[src/rtl/clk_switch_ctrl.sv]
// Switch sequencer for a glitch-free two-clock mux: handshake-driven source
// selection, heartbeat liveness per source clock, and optional failover.
module clk_switch_ctrl #(
  parameter int SETTLE_CYC  = 16,
  parameter int TIMEOUT_CYC = 64,
  parameter int CNT_W       = 8
) (
  input  logic clk,
  input  logic rst,
  input  logic req_valid_i,
  input  logic req_sel_i,
  output logic req_ready_o,
  input  logic fail_en_i,
  input  logic hb_clk1_i,
  input  logic hb_clk2_i,
  output logic sel_clk1_o,
  output logic cur_clk1_o,
  output logic busy_o,
  output logic done_o,
  output logic err_o,
  output logic alive_clk1_o,
  output logic alive_clk2_o
);

  localparam logic [1:0] ST_STABLE = 2'd0;
  localparam logic [1:0] ST_CHECK  = 2'd1;
  localparam logic [1:0] ST_SETTLE = 2'd2;

  localparam logic [CNT_W-1:0] WD_MAX  = CNT_W'(TIMEOUT_CYC - 1);
  localparam logic [CNT_W-1:0] SET_MAX = CNT_W'(SETTLE_CYC - 1);

  // Bit 0 tracks clk1, bit 1 tracks clk2.
  logic [1:0] hb_w;
  logic [1:0] alive_w;
  assign hb_w = {hb_clk2_i, hb_clk1_i};

  generate
    for (genvar gi = 0; gi < 2; gi++) begin : g_hb
      logic [2:0]       sync_q;
      logic [CNT_W-1:0] wd_q;
      logic [CNT_W-1:0] wd_d;
      logic             alive_q;
      logic             alive_d;
      logic             edge_w;

      assign edge_w = sync_q[1] ^ sync_q[2];

      always_comb begin
        wd_d    = wd_q;
        alive_d = alive_q;
        if (edge_w) begin
          wd_d    = '0;
          alive_d = 1'b1;
        end else if (wd_q != WD_MAX) begin
          wd_d = wd_q + 1'b1;
          if (wd_d == WD_MAX) alive_d = 1'b0;
        end
      end

      always_ff @(posedge clk or posedge rst) begin
        if (rst) begin
          sync_q  <= '0;
          wd_q    <= WD_MAX;
          alive_q <= 1'b0;
        end else begin
          sync_q  <= {sync_q[1:0], hb_w[gi]};
          wd_q    <= wd_d;
          alive_q <= alive_d;
        end
      end

      assign alive_w[gi] = alive_q;
    end
  endgenerate

  logic [1:0]       state_q, state_d;
  logic             target_q, target_d;
  logic             sel_q, sel_d;
  logic             cur_q, cur_d;
  logic [CNT_W-1:0] cnt_q, cnt_d;
  logic             done_q, done_d;
  logic             err_q, err_d;
  logic             rdy_q, rdy_d;

  logic accept_w;
  logic failover_w;
  logic tgt_alive_w;
  logic act_alive_w;
  logic oth_alive_w;

  assign tgt_alive_w = target_q ? alive_w[0] : alive_w[1];
  assign act_alive_w = cur_q ? alive_w[0] : alive_w[1];
  assign oth_alive_w = cur_q ? alive_w[1] : alive_w[0];
  // rdy_q is only ever set while STABLE, so it doubles as the "may act" qualifier.
  assign accept_w    = rdy_q & req_valid_i;
  assign failover_w  = rdy_q & fail_en_i & ~act_alive_w & oth_alive_w;

  always_comb begin
    state_d  = state_q;
    target_d = target_q;
    sel_d    = sel_q;
    cur_d    = cur_q;
    cnt_d    = cnt_q;
    done_d   = 1'b0;
    err_d    = 1'b0;
    case (state_q)
      ST_STABLE: begin
        if (accept_w) begin
          target_d = req_sel_i;
          if (req_sel_i == cur_q) done_d = 1'b1;
          else                    state_d = ST_CHECK;
        end else if (failover_w) begin
          target_d = ~cur_q;
          state_d  = ST_CHECK;
        end
      end
      ST_CHECK: begin
        if (tgt_alive_w) begin
          sel_d   = target_q;
          cnt_d   = '0;
          state_d = ST_SETTLE;
        end else begin
          err_d   = 1'b1;
          state_d = ST_STABLE;
        end
      end
      ST_SETTLE: begin
        if (cnt_q == SET_MAX) begin
          done_d  = 1'b1;
          cur_d   = sel_q;
          state_d = ST_STABLE;
        end else begin
          cnt_d = cnt_q + 1'b1;
        end
      end
      default: state_d = ST_STABLE;
    endcase
    // Hold off one extra cycle after a completed switch so done is seen first.
    rdy_d = (state_d == ST_STABLE) && (state_q != ST_SETTLE);
  end

  always_ff @(posedge clk or posedge rst) begin
    if (rst) begin
      state_q  <= ST_STABLE;
      target_q <= 1'b1;
      sel_q    <= 1'b1;
      cur_q    <= 1'b1;
      cnt_q    <= '0;
      done_q   <= 1'b0;
      err_q    <= 1'b0;
      rdy_q    <= 1'b0;
    end else begin
      state_q  <= state_d;
      target_q <= target_d;
      sel_q    <= sel_d;
      cur_q    <= cur_d;
      cnt_q    <= cnt_d;
      done_q   <= done_d;
      err_q    <= err_d;
      rdy_q    <= rdy_d;
    end
  end

  assign req_ready_o  = rdy_q;
  assign sel_clk1_o   = sel_q;
  assign cur_clk1_o   = cur_q;
  assign busy_o       = (state_q == ST_CHECK) || (state_q == ST_SETTLE);
  assign done_o       = done_q;
  assign err_o        = err_q;
  assign alive_clk1_o = alive_w[0];
  assign alive_clk2_o = alive_w[1];

endmodule

[config.mk]
export PLATFORM = sky130hd
export DESIGN_NAME = clk_switch_ctrl
export DESIGN_NICKNAME = d
export VERILOG_FILES = /design/src/rtl/clk_switch_ctrl.sv
export SDC_FILE = /design/constraint.sdc
export NUM_CORES = 1
export LEC_CHECK = 0
export ABC_AREA = 1
export BUFFER_PORTS_ARGS = -buffer_cell sky130_fd_sc_hd__buf_2
export CAP_MARGIN = 25
export CORE_ASPECT_RATIO = 0.75
export CORE_MARGIN = 2
export CORE_UTILIZATION = 61
export DETAILED_ROUTE_END_ITERATION = 12
export GPL_TIMING_DRIVEN = 1
export PLACE_DENSITY = 0.82
export SLEW_MARGIN = 0
export SYNTH_ARGS = -nofsm -noshare
export SYNTH_HDL_FRONTEND = slang
export SYNTH_SLANG_ARGS = --single-unit
[constraint.sdc]
create_clock -name clk -period 3.35 [get_ports clk]
set_clock_uncertainty 0.15 [all_clocks]
set_input_delay 0.1675 -clock clk [delete_from_list [all_inputs] [get_ports clk]]
set_output_delay 0.1675 -clock clk [all_outputs]
set_load 0.05 [all_outputs]
==> impl_metrics.csv <==
group,metric,value,unit
drt,drtAntennaViolNets,0,
cts,clockBufferDepth,2,
yosys,synth_area_leader_cell,"dfrtp_1",
yosys,ys_ff_latch,40,
yosys,ys_types,30,
global_route,grt.overflow.total,0,
final_layout,ff_latch_area,0.00102,mm^2
floorplan,fp.dieW,72.4,um
global_route,grt_first_pass_wirelength,6.91,mm
yosys,yosys-top-cells-count,"nand2_1, inv_1, dfrtp_1",
sta,maxSlewHeadroom,51.8,%
setup_path,reg2reg_slack,1500,ps
power_and_ir_drop,power.density,580,mW/mm^2
yosys,synthCells,251,
final_layout,fin_nets,291,
cts,path_clk_slew,80,ps
global_route,grt_max_degree,23,
setup_path,reg2reg_depth,6,
sta,holdWs,74.0,ps
cts,cts_made_buffers,5,
global_route,grtUsageTotal,22.3,%
floorplan,die_y,55.3,um
cts,insertion_delay,290,ps
floorplan,placement_rows,18,
power_and_ir_drop,total_power,0.00139,W
setup_path,worst_setup_path_start_kind,"register",
sta,maxSlewViolCount,0,
final_layout,areaGrowthSynthToFinish,12.1,%
yosys,yosys_warnings,0,
placement,routabilityCongestion,0.838,
cts,clock_sinks,40,
setup_path,timing.critical_path.from,"state_q[0]",
setup_path,path_buf_inv,2,
global_route,grt_util_met3,6.75,%
drt,vias,1592,
setup_path,crit_path_end,"cnt_q[0]",
sta,tightest_slew,722,ps
setup_path,crit_path_end_kind,"register",
worst_hold_path,holdPathStages,4,
yosys,synth.area.top_cells,"dfrtp_1, dfstp_2, nand2_1",
setup_path,slowest_delay,420,ps
drt,drt_iter0_drc,113,
yosys,ys_seq_area_share,47.7,%
setup_path,worstPathMaxFanout,10,
setup_path,crit_slowest_cell,"dfrtp_1",
cts,ctsResizeCount,0,
sta,finalCritPeriodShare,55.3,%
drt,vias_per_cell,5.04,
floorplan,initial_core_util,64.6,%
yosys,synth_most_common_cell,"nand2_1",
cts,cts_tree,"built",
drt,drc_errors,0,
floorplan,die-area,0.00400,mm^2
sta,setup_violations,0,
final_layout,instances_no_fill,316,
setup_path,cp_top_family,"flip-flops",
setup_path,required,3390,ps
yosys,syn_area_per_cell,8.52,um^2
placement,dp_hpwl,2.87,mm
final_layout,multi_input_area,948,um^2
status,status,"complete, no violations",
yosys,synth_area,0.00214,mm^2
setup_path,arrival,1890,ps
yosys,ys.flop_type,"dfrtp_1",
cts,htreeDepth,2,
placement,io_buffers,14,
drt,wire_per_inst,12.0,um
placement,dp.cells,305,
global_route,busiest_layer,"met1",
flow_run,max_cap_violations,0,
final_layout,finalCoreUtilization,72.4,%
final_layout,diodes,0,
floorplan,ios,15,
worst_hold_path,min_path_type,"in2reg",
yosys,synthesis.nets,267,
drt,routed_wl,3.79,mm
final_layout,drive_above_1_share,21.0,%
cts,holdBufCountCts,3,
sta,max_freq,540,MHz
cts,post-cts-setup-buffer-count,0,
setup_path,crit_chain,"inv_1, ha_1, clkinv_2, nor2_4, nor2_4, o21a_1",
power_and_ir_drop,p_leak,1.15,nW
final_layout,fillers,239,
global_route,antenna_found_initial,0,
global_route,met2_usage,30.4,%
global_route,use_met1,34.6,%
sta,fin_setup_tns,0,ps
setup_path,r2r_start,"state_q[0]",
sta,hold_viol_final,0,
setup_path,r2r_end,"cnt_q[0]",
power_and_ir_drop,ir_drop,0.710,mV
sta,rsz0062_at_grt,"false",
setup_path,cpMostUsedCell,"nor2_4",
yosys,synthArstFlopShare,100,%
yosys,yosysTopAreaCellShare,29.3,%
yosys,synth_edf_count,0,
cts,cts_root_buffer,"clkbuf_8",
setup_path,cp_num_cells,6,
setup_path,critPathKind,"reg2reg",
floorplan,core,0.00331,mm^2
drt,firstDrtPassIters,4,
global_route,grt_pass1_vias,1569,
sta,period_needed,1850,ps
kinds of logic after synthesis:
group | count (synthesis) | share of synthesized area, %
compound gates | 32 | 8.84
xor+xnor | 10 | 4.45
fa+ha+maj | 9 | 5.27
buf+inv | 41 | 7.96
flops | 40 | 47.7
simple gates | 119 | 25.8
layout make-up:
cell class | instances | share of cell area, %
repair buffers | 18 | 4.49
well taps | 40 | 2.09
clock inverters | 3 | 1.78
clock buffers | 5 | 2.87
flip-flops and latches | 40 | 42.6
inverters | 40 | 6.63
multi-input cells | 170 | 39.6
tightest hold or removal path, cell delays in order:
cell and delay (ps):
buf_2 90, a21oi_1 60, nand2_1 80, o21ai_0 80
how the worst min path moves through the flow:
stage               from                end  slack, ps
5_1_grt        req_sel_i             done_o        140
3_5_place_dp   hb_clk2_i  g_hb[1].sync_q[0]        130
4_1_cts        req_sel_i             done_o         70
3_3_place_gp   hb_clk1_i  g_hb[0].sync_q[0]        130
6_report       req_sel_i             done_o         70
2_1_floorplan  hb_clk1_i  g_hb[0].sync_q[0]         50
through the flow:
stage	worst slack [ps]	area, um^2
2_1_floorplan	1620	2140
3_3_place_gp	1580	2250
3_5_place_dp	1510	2250
4_1_cts	1500	2400
5_1_grt	1330	2400
6_report	1500	2400
where the power goes:
group | internal (W) | switching, W | leakage [nW]
Clock | 0.000220 | 0.000172 | 0.0541
Combinational | 0.000120 | 0.000276 | 0.619
Sequential | 0.000552 | 0.0000495 | 0.474
layout by cell type (no fill, tap or decap), types with 5 or more instances in the layout:
cell type / synthesis / final
xor2_1: 5 / 5
inv_1: 38 / 38
nor2_1: 20 / 20
dfrtp_1: 25 / 25
buf_2: 0 / 14
dfstp_2: 15 / 15
o21ai_0: 9 / 9
ha_1: 9 / 9
nand3_1: 21 / 21
o21ai_1: 5 / 5
clkbuf_8: 0 / 5
a21oi_1: 8 / 8
o21ai_2: 5 / 5
nand2_1: 59 / 59
sequential cells by signal, indices dropped and copies added (netlist names):
name          cells
req_ready_o       1
cnt_q             8
cur_clk1_o        1
g_hb.wd_q        16
sel_clk1_o        1
state_q           2
done_o            1
alive_clk1_o      1
alive_clk2_o      1
target_q          1
g_hb.sync_q       6
err_o             1
per-layer routing:
metal  wire length, um  vias up
met2              1600       34
met5                 0        -
met1              2000      709
met3               158        4
met4                27        0
li1                  -      845
No activity file was read; power rests on OpenSTA's default activity.
